<file path="src/rtl/mem_bus_initiator.sv">
// mem_bus_initiator
//   CPU-side initiator for the word-addressed synchronous memory bus. Takes one
//   byte/halfword/word load or store from the core per ready/valid handshake.
//   Loads are extracted from the addressed lane and extended. Sub-word stores
//   are performed as read-modify-write of the containing word.
//
// Parameters
//   BIG_ENDIAN    0: byte k lives at bits [8k+7:8k], k = addr[1:0]
//                 1: lane index is addr[1:0] ^ 2'b11
//
// Ports
//   clk           system clock, all state changes on posedge
//   rst           synchronous active-low reset
//   cpu_req       request present
//   cpu_we        1 = store, 0 = load
//   cpu_size      00 byte, 01 halfword, 10 word, 11 illegal
//   cpu_sext      load sign-extend (1) or zero-extend (0)
//   cpu_addr      byte address
//   cpu_wdata     store data, right-aligned for sub-word stores
//   cpu_ready     high only in IDLE; request taken when cpu_req & cpu_ready
//   cpu_valid     one-cycle completion pulse
//   cpu_err       misaligned/illegal flag, qualified by cpu_valid
//   cpu_rdata     load result, held between successful loads
//   mem_addr      word address (latched cpu_addr[31:2])
//   mem_data_in   write word to memory
//   mem_wr_en     memory write strobe
//   mem_data_out  memory read data, one cycle after address
module mem_bus_initiator #(
  parameter bit BIG_ENDIAN = 1'b0
) (
  input  logic        clk,
  input  logic        rst,
  input  logic        cpu_req,
  input  logic        cpu_we,
  input  logic [1:0]  cpu_size,
  input  logic        cpu_sext,
  input  logic [31:0] cpu_addr,
  input  logic [31:0] cpu_wdata,
  output logic        cpu_ready,
  output logic        cpu_valid,
  output logic        cpu_err,
  output logic [31:0] cpu_rdata,
  output logic [29:0] mem_addr,
  output logic [31:0] mem_data_in,
  output logic        mem_wr_en,
  input  logic [31:0] mem_data_out
);

  typedef enum logic [2:0] {
    IDLE,
    RD_ADDR,
    RD_CAP,
    WR,
    RMW_ADDR,
    RMW_CAP,
    RMW_WR,
    RESP
  } state_t;

  localparam logic [1:0] SIZE_BYTE = 2'b00;
  localparam logic [1:0] SIZE_HALF = 2'b01;
  localparam logic [1:0] SIZE_WORD = 2'b10;

  state_t      state;
  logic        accept;
  logic        misaligned;

  // Request fields needed after acceptance (word address lives in mem_addr).
  logic [1:0]  req_off;
  logic [1:0]  req_size;
  logic        req_sext;
  logic [31:0] req_wdata;

  logic [1:0]  byte_lane;
  logic        half_hi;
  logic [7:0]  sel_byte;
  logic [15:0] sel_half;
  logic [31:0] load_data;
  logic [31:0] merged;

  assign cpu_ready = (state == IDLE);
  assign accept    = cpu_req & cpu_ready;

  assign misaligned = (cpu_size == 2'b11) ||
                      ((cpu_size == SIZE_HALF) && cpu_addr[0]) ||
                      ((cpu_size == SIZE_WORD) && (cpu_addr[1:0] != 2'b00));

  assign byte_lane = req_off ^ {2{BIG_ENDIAN}};
  assign half_hi   = req_off[1] ^ BIG_ENDIAN;

  // Lane extraction and extension of the returned word for loads.
  // NOTE: every signal assigned in always_comb gets a value on every path
  // (defaults first or a full case); otherwise a latch is inferred.
  always_comb begin
    sel_byte = mem_data_out[{byte_lane, 3'b000} +: 8];
    sel_half = half_hi ? mem_data_out[31:16] : mem_data_out[15:0];
    case (req_size)
      SIZE_BYTE: load_data = {{24{req_sext & sel_byte[7]}}, sel_byte};
      SIZE_HALF: load_data = {{16{req_sext & sel_half[15]}}, sel_half};
      default:   load_data = mem_data_out;
    endcase
  end

  // Read-modify-write merge: the old word with the target lane(s) replaced.
  always_comb begin
    merged = mem_data_out;
    if (req_size == SIZE_BYTE)
      merged[{byte_lane, 3'b000} +: 8] = req_wdata[7:0];
    else if (half_hi)
      merged[31:16] = req_wdata[15:0];
    else
      merged[15:0] = req_wdata[15:0];
  end

  // NOTE: pure datapath latches are only read in states reached after a
  // fresh acceptance, so they carry no reset; only control and visible
  // outputs are reset below.
  always_ff @(posedge clk) begin
    if (accept) begin
      req_off   <= cpu_addr[1:0];
      req_size  <= cpu_size;
      req_sext  <= cpu_sext;
      req_wdata <= cpu_wdata;
    end
  end

  // Control FSM with registered outputs. mem_wr_en and cpu_valid default low
  // each cycle and are raised only on the transition into the state that owns
  // them, so each is a single-cycle pulse.
  // NOTE: sequential state uses non-blocking assignments so every register
  // samples pre-edge values regardless of statement order.
  always_ff @(posedge clk) begin
    if (!rst) begin
      state       <= IDLE;
      cpu_valid   <= 1'b0;
      cpu_err     <= 1'b0;
      cpu_rdata   <= '0;
      mem_addr    <= '0;
      mem_data_in <= '0;
      mem_wr_en   <= 1'b0;
    end else begin
      cpu_valid <= 1'b0;
      mem_wr_en <= 1'b0;
      case (state)
        IDLE: begin
          if (cpu_req) begin
            if (misaligned) begin
              // No bus activity: respond with the error flag next cycle.
              cpu_err   <= 1'b1;
              cpu_valid <= 1'b1;
              state     <= RESP;
            end else begin
              cpu_err  <= 1'b0;
              mem_addr <= cpu_addr[31:2];
              if (!cpu_we) begin
                state <= RD_ADDR;
              end else if (cpu_size == SIZE_WORD) begin
                mem_data_in <= cpu_wdata;
                mem_wr_en   <= 1'b1;
                state       <= WR;
              end else begin
                state <= RMW_ADDR;
              end
            end
          end
        end
        RD_ADDR:  state <= RD_CAP;
        RD_CAP: begin
          cpu_rdata <= load_data;
          cpu_valid <= 1'b1;
          state     <= RESP;
        end
        WR: begin
          cpu_valid <= 1'b1;
          state     <= RESP;
        end
        RMW_ADDR: state <= RMW_CAP;
        RMW_CAP: begin
          mem_data_in <= merged;
          mem_wr_en   <= 1'b1;
          state       <= RMW_WR;
        end
        RMW_WR: begin
          cpu_valid <= 1'b1;
          state     <= RESP;
        end
        RESP:     state <= IDLE;
        default:  state <= IDLE;
      endcase
    end
  end

endmodule

</file>
<file path="config.mk">
export PLATFORM = sky130hd
export DESIGN_NAME = mem_bus_initiator
export DESIGN_NICKNAME = d
export VERILOG_FILES = /design/src/rtl/mem_bus_initiator.sv
export SDC_FILE = /design/constraint.sdc
export NUM_CORES = 1
export LEC_CHECK = 0
export ABC_AREA = 1
export CAP_MARGIN = 5
export CELL_PAD_IN_SITES_DETAIL_PLACEMENT = 1
export CELL_PAD_IN_SITES_GLOBAL_PLACEMENT = 2
export CORE_UTILIZATION = 27
export DETAILED_ROUTE_END_ITERATION = 8
export HOLD_SLACK_MARGIN = 0.12
export PLACE_DENSITY_LB_ADDON = 0.1
export SLEW_MARGIN = 15
export SYNTH_ARGS = -nofsm -noshare
export SYNTH_HDL_FRONTEND = slang
export SYNTH_SLANG_ARGS = --single-unit
</file>
<file path="constraint.sdc">
create_clock -name clk -period 3.02 [get_ports clk]
set_input_delay 0.604 -clock clk [delete_from_list [all_inputs] [get_ports clk]]
set_output_delay 0.604 -clock clk [all_outputs]
set_load 0.02 [all_outputs]
</file>
==> results.md, run 1 <==
- Design area: 0.009588 mm2
- Postcts setup bufs: 0
- Reg2Reg Launch Point: byte_lane[1]
- # resized after CTS: 0
- EDFF count, synth: 21
- Peak supply drop: 0.0003095 V
- Die width: 159.9 um
- CTS clock-pin slew for the worst setup and hold paths: 70 ps
- Hold Vio Cnt, Final: 0
- Seq cells post-synth: 121
- Area grow syn2layout: 42.41%
- Flop2flop setup slack: 710 ps
- Commonest non-fill, non-tap cells in the layout: nand2_1 (357), clkdlybuf4s50_1 (199), nor2_1 (175), dfxtp_1 (100), a21oi_1 (64)
- Dpl hpwl: 19120 um
- DR pass1 iterations: 5
- Die ar.: 0.02557 mm2
- Pwr per Cell Area: 836.9 mW/mm2
- Synth Flop Type: dfxtp_1
- Fin util: 0.3931
- Crit path capture type: output pin
- IO Count: 201
- Total wire length: 26380 um
- WHS Path Cells: 2
- Fin crit period: 2340 ps
- TritonCTS clock tree: built
- Max Fclk: 0.4273 GHz
- Cells after synthesis: 1045
- Worst skew pair latency: 440 ps
- DRC errors left: 0
- First-pass GRT wire length: 42230 um
- Hold Crit Class: flop to flop
- Via count: 7277
- Ratio of cells with drive above 1 in the final layout: 0.05754
- Initial antenna violation count: 2
- Hold WS: 499.0 ps
- Total track usage: 0.2130
- Clk buf depth: 2
- CP Class: flop to output pin
- Max-cap violations: 0
- CORE AREA: 0.02439 mm2
- Ys Warns: 0
- Worst R2R End: mem_data_in[5]
- Cell Chain, Critical Path: nor2_2 -> nand2_2 -> inv_1 -> clkdlybuf4s50_1
- Post-synth net total: 1153
- Initial Util: 0.2760
- Worst Reg-to-Reg Cells: 10
- Vias in the first global route: 7467
- Remaining antenna violation count: 0
- RSZ-0062 raised after global routing: false
- Final period utilization: 0.7749
- Site row count: 57
- Cts hold-fix bufs: 0
- Hold Startpoint: cpu_rdata[0]
- Worst Path Buf+Inv: 2
- Endpoints failing setup: 0
- Yosys cell types: 30
- Placed cell area: 0.008987 mm2
- Worst path max stage delay: 630 ps
- Status: complete, no violations
- TritonCTS buffer count: 17
- Setup TNS: 0 ps
- H-Tree Depth: 4
- Layout Nets: 1329
- Largest net degree at the start of global routing: 90
- First DRT Iteration DRCs: 446
- Average size of a mapped cell: 6.443 um2
- Arrival time worst endpoint: 1740 ps
- CTS Sinks: 121
- Placed insts: 1526
- Slew headroom: 0.2839
- Routed WL per cell: 16.92 um
- WP data required: 2420 ps
- GRT overflow: 0
- Final std cells w/o fill: 1559
- Mapped cell area: 0.006733 mm2
- Placer Congestion: 0.8149
- Critical path's top delay family: buffers and inverters
- Die Ht: 159.9 um
- Worst-margin pin slew: 1068 ps
- Worst Hold End: cpu_rdata[0]
- CP max FO: 4
- Slew Viols, Final: 0
- Root Buffer Master: clkbuf_16
- Port Buffers: 200
- Final worst clock skew: 17.21 ps
- Slowest-stage cell, CP: clkdlybuf4s50_1
- Most common cell after layout, fill and taps aside: nand2_1
- Seq/Total Area, Yosys: 0.3910
- FFs w/ async S/R, synth: 0
- CP Launch Type: flop
- Leakage: 4.333 nW
- Vias per cell: 4.668
[routing by layer]
| layer | part of all wire | track usage | up-vias | routed length, um |
|---|---|---|---|---|
| li1 | - | - | 3674 | - |
| met3 | 0.061 | 0.05584 | 15 | 1599 |
| met1 | 0.46 | 0.2778 | 3420 | 12120 |
| met5 | 0 | 0 | - | 0 |
| met4 | 0.0084 | 0.04892 | 0 | 222 |
| met2 | 0.47 | 0.3505 | 168 | 12440 |
[worst max path at each step]
| stage | from | endpoint | slack (ps) | depth (start not counted) |
|---|---|---|---|---|
| 2_1_floorplan | cpu_req | mem_data_in[18] | 1070 | 8 |
| 3_3_place_gp | cpu_size[0] | mem_addr[5] | 490 | 9 |
| 3_5_place_dp | cpu_size[0] | mem_addr[19] | 450 | 9 |
| 4_1_cts | state[0] | cpu_ready | 660 | 4 |
| 5_1_grt | byte_lane[1] | mem_data_in[13] | 440 | 12 |
| 6_report | state[0] | cpu_ready | 680 | 4 |
[synthesized netlist by cell type (all sizes together), types with 5 or more instances]
| library cell | n | area share |
|---|---|---|
| nand3b | 40 | 0.045 |
| clkbuf | 28 | 0.016 |
| edfxtp | 21 | 0.094 |
| dfxtp | 100 | 0.30 |
| ha | 5 | 0.0093 |
| a21oi | 68 | 0.053 |
| buf | 34 | 0.031 |
| nand2 | 359 | 0.20 |
| inv | 66 | 0.037 |
| clkinv | 6 | 0.0033 |
| nand4 | 8 | 0.0074 |
| nand3 | 59 | 0.046 |
| o211ai | 6 | 0.0067 |
| nor2 | 181 | 0.10 |
| o21ai | 59 | 0.044 |
[kinds of logic (layout without fill, tap and decap cells)]
logic type / count (synthesis) / count (layout) / synth area share
AO/OA/AOI/OAI: 136 / 136 / 0.1067
adder cells (fa/ha/maj): 5 / 5 / 0.009292
buffers and inverters: 134 / 323 / 0.08734
flip-flops: 121 / 121 / 0.3910
other: 0 / 1 / 0
AND/OR/NAND/NOR: 649 / 649 / 0.4057
[final cells by class]
cell class	count	area, um2
fill	3092	14800
multi-input combinational	790	3515
sequential	121	2633
timing repair buffer	219	2165
clock buffer	18	450.4
tap	324	405.4
inverter	72	270.3
clock inverter	14	147.6
antenna	1	2.502
[power breakdown]
group / switching (mW) / internal [mW]
sequential: 0.289 / 2.12
clock: 0.897 / 1.22
combinational: 2.10 / 1.40
total: 3.28 / 4.74
[worst min-delay path, stage by stage, from the launching register on]
cell      delay, ps
dfxtp_1         320
o211ai_1         90
inv_1            50
[stage by stage]
stage / power [mW] / setup WS [ps]
6_report: 8.024 / 679.8
5_1_grt: 8.589 / 444.7
4_1_cts: 8.137 / 659.6
3_5_place_dp: 5.965 / 450.2
3_3_place_gp: 5.943 / 486.0
2_1_floorplan: 4.502 / 1071
[registers in the layout (all words and copies together), names as in the netlist]
| signal | flops |
|---|---|
| mem_wr_en | 1 |
| byte_lane | 2 |
| mem_addr | 30 |
| req_wdata | 16 |
| mem_data_in | 32 |
| req_size | 2 |
| cpu_err | 1 |
| cpu_rdata | 32 |
| cpu_valid | 1 |
| state | 3 |
| req_sext | 1 |
Power figures use the tool's default switching activity.
==> inputs of run 2 (changes only) <==
--- a/config.mk
+++ b/config.mk
@@ -9,7 +9,7 @@
 export CAP_MARGIN = 5
 export CELL_PAD_IN_SITES_DETAIL_PLACEMENT = 1
 export CELL_PAD_IN_SITES_GLOBAL_PLACEMENT = 2
-export CORE_UTILIZATION = 27
+export CORE_UTILIZATION = 22
 export DETAILED_ROUTE_END_ITERATION = 8
 export HOLD_SLACK_MARGIN = 0.12
 export PLACE_DENSITY_LB_ADDON = 0.1
==> constraint.sdc (replaced) <==
create_clock -name clk -period 2 [get_ports clk]
set_input_delay 0.4 -clock clk [delete_from_list [all_inputs] [get_ports clk]]
set_output_delay 0.4 -clock clk [all_outputs]
set_load 0.02 [all_outputs]
==> run 2 against run 1 <==
Final cell count up 5.4%. First-iteration DRC count down 38%. Cell area rose by 3.0%. Clock skew decreased by 1.1 ps. Critical path depth did not move. Die area is 22% higher. Sequential power is 51% higher. Sequential share of layout area fell by 0.81 points. Via count grew 1.2%. Largest cell class unchanged. Largest power group unchanged.
==> results.md, run 2 (synthesized netlist as in run 1, its figures left out) <==
- Peak supply drop: 0.0004918 V (+59%)
- Largest net degree at the start of global routing: 65 (-28%)
- Largest regs: cpu_rdata (32), mem_data_in (32), mem_addr (30)
- Leakage: 4.458 nW (+2.9%)
- IO Count: 201 (unchanged)
- Max-cap violations: 0 (unchanged)
- Max Fclk: 0.5398 GHz
- Final std cells w/o fill: 1643 (+5.4%)
- P_int: 7.126 mW (+50%)
- Initial antenna violation count: 4 (+2)
- RSZ-0062 raised after global routing: false
- Hold Crit Class: input port to flop
- CTS Sinks: 121 (unchanged)
- Status: complete, no violations
- Routed WL per cell: 17.42 um (+3.0%)
- Pwr per Cell Area: 1242 mW/mm2 (+48%)
- Postcts setup bufs: 0 (unchanged)
- Dpl hpwl: 20750 um (+8.6%)
- DRC errors left: 0 (unchanged)
- Worst path depth: 4 (unchanged)
- Site row count: 63 (+11%)
- Sw Ratio: 0.4194 (+0.01058)
- Total power: 12.27 mW (+53%)
- CP endpoint: cpu_ready
- Cell Chain, Critical Path: nor2_2 -> nand2_2 -> inv_1 -> dlygate4sd2_1
- Part of the power in registers: 0.297 (-0.004)
- Crit path capture type: output pin
- Clock power frac: 0.254 (-0.010)
- Layout Nets: 1348 (+1.4%)
- Vias in the first global route: 7653 (+2.5%)
- Fin crit period: 1852 ps
- Arrival time worst endpoint: 1450 ps (-290 ps)
- CP Class: flop to output pin
- WP data required: 1600 ps (-820 ps)
- Vias per cell: 4.481 (-4.0%)
- Worst Path Buf+Inv: 2 (unchanged)
- Total track usage: 0.1884 (-0.02456)
- First DRT Iteration DRCs: 275 (-38%)
- Slew Viols, Final: 0 (unchanged)
- CORE AREA: 0.02987 mm2 (+22%)
- Slowest-stage cell, CP: dlygate4sd2_1
- Worst Reg-to-Reg Cells: 10 (unchanged)
- Port Buffers: 200 (unchanged)
- Placed insts: 1611 (+5.6%)
- Total wire length: 28620 um (+8.5%)
- Final period utilization: 0.9262
- Via count: 7362 (+1.2%)
- First-pass GRT wire length: 44510 um (+5.4%)
- Worst-margin pin slew: 481.8 ps (-585.8 ps)
- Commonest non-fill, non-tap cells in the layout: nand2_1 (357), clkdlybuf4s50_1 (198), nor2_1 (173), dfxtp_1 (100), a21oi_1 (64)
- CP max FO: 4 (unchanged)
- Clk buf depth: 2 (unchanged)
- GRT overflow: 0 (unchanged)
- Placer Congestion: 0.7925 (-2.7%)
- Remaining antenna violation count: 0 (unchanged)
- Most common cell after layout, fill and taps aside: nand2_1
- Slew headroom: 0.6788 (+0.3949)
- Die ar.: 0.03131 mm2 (+22%)
- TritonCTS clock tree: built
- Ratio of cells with drive above 1 in the final layout: 0.07342 (+0.01589)
- Final worst clock skew: 16.15 ps (-1.060 ps)
- DR pass1 iterations: 4 (-1)
- Hold Vio Cnt, Final: 0 (unchanged)
- Worst path max stage delay: 350 ps (-280 ps)
- CTS clock-pin slew for the worst setup and hold paths: 70 ps (about the same)
- Combinational share of power: 0.449 (+0.013)
- Die width: 176.9 um (+11%)
- Die Ht: 176.9 um (+11%)
- Reg2Reg Launch Point: byte_lane[0]
- Flop2flop setup slack: 190 ps (-520 ps)
- Area grow syn2layout: 46.74%
- Sw Pwr: 5.148 mW (+57%)
- Root Buffer Master: clkbuf_16
- TritonCTS buffer count: 17 (unchanged)
- Critical path startpoint: state[0]
- Worst skew pair latency: 430 ps (about the same)
- H-Tree Depth: 4 (unchanged)
- CP Launch Type: flop
- # diodes: 0 (-1)
- Worst R2R End: mem_data_in[31]
- Initial Util: 0.2254 (-0.05067)
- Endpoints failing setup: 0 (unchanged)
- Critical path's top delay family: buffers and inverters
run 2: stage by stage:
step / hold WS (ps) / worst slack (ps) / utilization / instance area (um2) / setup TNS (ps)
2_1_floorplan: 498.9 / 72.07 / - / 6733 / 0
3_3_place_gp: 491.5 / -45.09 / 0.3113 / 9300 / -859.3
3_5_place_dp: 496.0 / -55.30 / 0.3113 / 9300 / -1246
4_1_cts: 316.5 / 62.91 / 0.3305 / 9874 / 0
5_1_grt: 338.9 / 7.711 / 0.3307 / 9879 / 0
6_report: 333.8 / 147.6 / 0.3307 / 9879 / 0
run 2: power by group through the flow:
stage | clock [mW] | combinational (mW) | sequential (mW)
final | 3.12 | 5.51 | 3.65
after global routing | 3.33 | 6.12 | 3.74
after CTS | 3.24 | 5.60 | 3.67
after detailed placement | 0 | 5.58 | 3.70
after global placement | 0 | 5.57 | 3.72
after floorplan | 0 | 2.57 | 4.23
run 2: layer usage:
layer	global-route usage	share of wire
met2	0.3098	0.47
met4	0.04993	0.011
met5	0	0.0014
met1	0.2415	0.46
met3	0.05047	0.062
run 2: worst min-delay path, delay by kind of cell:
kind | cells | cell delay, ps
buf+inv | 1 | 190
simple gates | 2 | 130
run 2: worst min path at each step:
stage	depth (start not counted)	start	end	slack [ps]
after global routing	3	rst	mem_data_in[2]	340
after detailed placement	2	cpu_rdata[0]	cpu_rdata[0]	500
after floorplan	0	cpu_addr[0]	byte_lane[0]	500
after CTS	3	rst	mem_data_in[2]	320
after global placement	2	mem_addr[13]	mem_addr[13]	490
final	3	rst	mem_data_in[2]	330
run 2: repair_timing:
action,in CTS,in global routing
endpoints found under the setup margin,1,9
pin swaps,0,0
gates cloned,0,0
gates resized for setup,1,2
hold buffers,0,0
run 2: final cells by class:
class                           instances  area [um2]
Sequential cell                       121        2633
Multi-Input combinational cell        790        3520
Tap cell                              390       488.0
Timing Repair Buffer                  238        2394
Inverter                               72       270.3
Clock inverter                         15       150.1
Fill cell                            3708       20000
Clock buffer                           17       425.4
==> inputs of run 3 (changes only) <==
--- a/config.mk
+++ b/config.mk
@@ -9,7 +9,7 @@
 export CAP_MARGIN = 5
 export CELL_PAD_IN_SITES_DETAIL_PLACEMENT = 1
 export CELL_PAD_IN_SITES_GLOBAL_PLACEMENT = 2
-export CORE_UTILIZATION = 22
+export CORE_UTILIZATION = 27
 export DETAILED_ROUTE_END_ITERATION = 8
 export HOLD_SLACK_MARGIN = 0.12
 export PLACE_DENSITY_LB_ADDON = 0.1
==> constraint.sdc (replaced) <==
create_clock -name clk -period 2.34 [get_ports clk]
set_input_delay 0.468 -clock clk [delete_from_list [all_inputs] [get_ports clk]]
set_output_delay 0.468 -clock clk [all_outputs]
set_load 0.02 [all_outputs]
==> run 3 against run 2 <==
Global-route usage grew 2.3 points. First-iteration DRC count increased by 52%. Die area down 18%. Clock skew is 4.6 ps lower. Count of clock-buffer cells in the layout did not move. Final cell count decreased by 4.5%. Critical path depth did not move. Register-to-register slack gained 110 ps. Combinational power fell by 16%. Clock power fell by 13%. Power decreased by 15%. Largest cell class unchanged.
==> results.md, run 3 (synthesized netlist as in run 1, its figures left out) <==
- Status: complete, no violations
- Die ar.: 0.02557 mm2 (-18%)
- Die Ht: 159.9 um (-9.6%)
- RSZ-0062 raised after global routing: false
- Final period utilization: 0.9362
- DRC errors left: 0 (unchanged)
- Slew Viols, Final: 0 (unchanged)
- Die width: 159.9 um (-9.6%)
- Initial Util: 0.2760 (+0.05067)
- Worst-margin pin slew: 497.7 ps (+15.95 ps)
- Initial antenna violation count: 1 (-3)
- CP endpoint: cpu_ready
- Via count: 7319 (-0.58%)
- WP data required: 1870 ps (+270 ps)
- Total wire length: 26520 um (-7.3%)
- First-pass GRT wire length: 41930 um (-5.8%)
- Routed WL per cell: 16.90 um (-3.0%)
- Worst R2R End: mem_data_in[9]
- Critical path startpoint: state[0]
- Vias in the first global route: 7574 (-1.0%)
- Placer Congestion: 0.8224 (+3.8%)
- Commonest non-fill, non-tap cells in the layout: nand2_1 (357), clkdlybuf4s50_1 (199), nor2_1 (175), dfxtp_1 (100), a21oi_1 (64)
- Leakage: 4.404 nW (-1.2%)
- Worst skew pair latency: 430 ps (about the same)
- TritonCTS buffer count: 17 (unchanged)
- Largest regs: cpu_rdata (32), mem_data_in (32), mem_addr (30)
- Largest net degree at the start of global routing: 90 (+38%)
- # resized after CTS: 0 (-1)
- Root Buffer Master: clkbuf_16
- Worst Reg-to-Reg Cells: 10 (unchanged)
- H-Tree Depth: 4 (unchanged)
- Ratio of cells with drive above 1 in the final layout: 0.06586 (-0.007560)
- GRT overflow: 0 (unchanged)
- IO Count: 201 (unchanged)
- Total track usage: 0.2110 (+0.02263)
- CP Launch Type: flop
- Slowest-stage cell, CP: clkdlybuf4s50_1
- Final setup margin: 149.3 ps (+1.744 ps)
- Slew headroom: 0.6661 (-0.01268)
- Vias per cell: 4.665 (+4.1%)
- DR pass1 iterations: 4 (unchanged)
- Worst path max stage delay: 620 ps (+270 ps)
- Flop2flop setup slack: 300 ps (+110 ps)
- Hold Crit Class: flop to flop
- # diodes: 0 (unchanged)
- Endpoints failing setup: 0 (unchanged)
- Critical path's top delay family: buffers and inverters
- Cell Chain, Critical Path: nor2_2 -> nand2_2 -> inv_1 -> clkdlybuf4s50_1
- Hold Vio Cnt, Final: 0 (unchanged)
- CTS clock-pin slew for the worst setup and hold paths: 70 ps (about the same)
- Peak supply drop: 0.0003985 V (-19%)
- Pwr per Cell Area: 1075 mW/mm2 (-13%)
- Worst path depth: 4 (unchanged)
- Setup TNS: 0 ps (unchanged)
- Cts hold-fix bufs: 0 (unchanged)
- Area grow syn2layout: 44.03%
- Dpl hpwl: 19250 um (-7.2%)
- Layout Nets: 1340 (-0.59%)
- Max-cap violations: 0 (unchanged)
- Worst slack, placed: 169.1 ps (+224.4 ps)
- Final worst clock skew: 11.53 ps (-4.621 ps)
- CTS Sinks: 121 (unchanged)
- Arrival time worst endpoint: 1720 ps (+270 ps)
- Fin crit period: 2191 ps
- First DRT Iteration DRCs: 417 (+52%)
- CP Class: flop to output pin
- Remaining antenna violation count: 0 (unchanged)
- Clk buf depth: 2 (unchanged)
- TritonCTS clock tree: built
- Crit path capture type: output pin
- Port Buffers: 200 (unchanged)
- Most common cell after layout, fill and taps aside: nand2_1
- Worst Path Buf+Inv: 2 (unchanged)
- Postcts setup bufs: 0 (unchanged)
- Site row count: 57 (-9.5%)
- Reg2Reg Launch Point: byte_lane[1]
- CP max FO: 4 (unchanged)
- Max Fclk: 0.4565 GHz
- CORE AREA: 0.02439 mm2 (-18%)
==> run 3: cell types whose count changed in the layout (fill, tap and decap cells not counted) <==
| cell | delta |
|---|---|
| buf_4 | -4 |
| inv_12 | +1 |
| inv_8 | +3 |
| nor2_2 | -2 |
| clkdlybuf4s50_1 | +1 |
| inv_4 | -1 |
| dlygate4sd2_1 | -1 |
| clkinv_2 | -1 |
| nor2_1 | +2 |
| clkinv_4 | -1 |
| buf_12 | -4 |
| clkinv_8 | -1 |
==> run 3: worst min-delay path by stage <==
| stage | start | endpoint | slack [ps] | depth (start not counted) |
|---|---|---|---|---|
| 3_3_place_gp | cpu_rdata[3] | cpu_rdata[3] | 490 | 2 |
| 2_1_floorplan | state[1] | cpu_valid | 520 | 2 |
| 6_report | cpu_rdata[3] | cpu_rdata[3] | 510 | 2 |
| 4_1_cts | cpu_rdata[4] | cpu_rdata[4] | 510 | 2 |
| 3_5_place_dp | cpu_rdata[4] | cpu_rdata[4] | 480 | 2 |
| 5_1_grt | cpu_rdata[4] | cpu_rdata[4] | 540 | 2 |
==> run 3: area by class of cell <==
cell class                 instances  area (um2)
multi-input combinational        790        3515
fill                            3108       14690
sequential                       121        2633
clock inverter                    15       163.9
inverter                          72       270.3
tap                              324       405.4
timing repair buffer             230        2285
clock buffer                      17       425.4
==> run 3: stage by stage <==
step / instances / utilization / cell area (um2) / hold slack, ps / total power, mW
floorplan: 1045 / - / 6733 / 524.6 / 5.810
global placement: 1537 / 0.3734 / 9107 / 487.1 / 7.762
detailed placement: 1537 / 0.3734 / 9107 / 485.0 / 7.796
CTS: 1569 / 0.3976 / 9697 / 508.4 / 10.58
global route: 1569 / 0.3976 / 9697 / 543.5 / 11.13
finish: 1569 / 0.3976 / 9697 / 505.2 / 10.43
==> run 3: per-layer routing <==
layer,vias to the layer above,GRT usage,share of wire
met4,0,0.05152,0.011
met2,177,0.3505,0.47
met5,-,0,0
met1,3440,0.2708,0.45
met3,18,0.05636,0.064
li1,3684,-,-
==> run 3: worst min-delay path, delay by kind of cell (launching register included) <==
kind / cells / cell delay, ps
flops: 1 / 330
compound gates: 1 / 100
buf+inv: 1 / 50
==> run 3: report_power, final <==
group          switching (mW)  total (mW)  leakage, nW  internal [mW]
Clock                    1.27        2.71        0.293           1.45
Combinational            2.73        4.61         3.10           1.89
Sequential              0.362        3.10         1.01           2.74
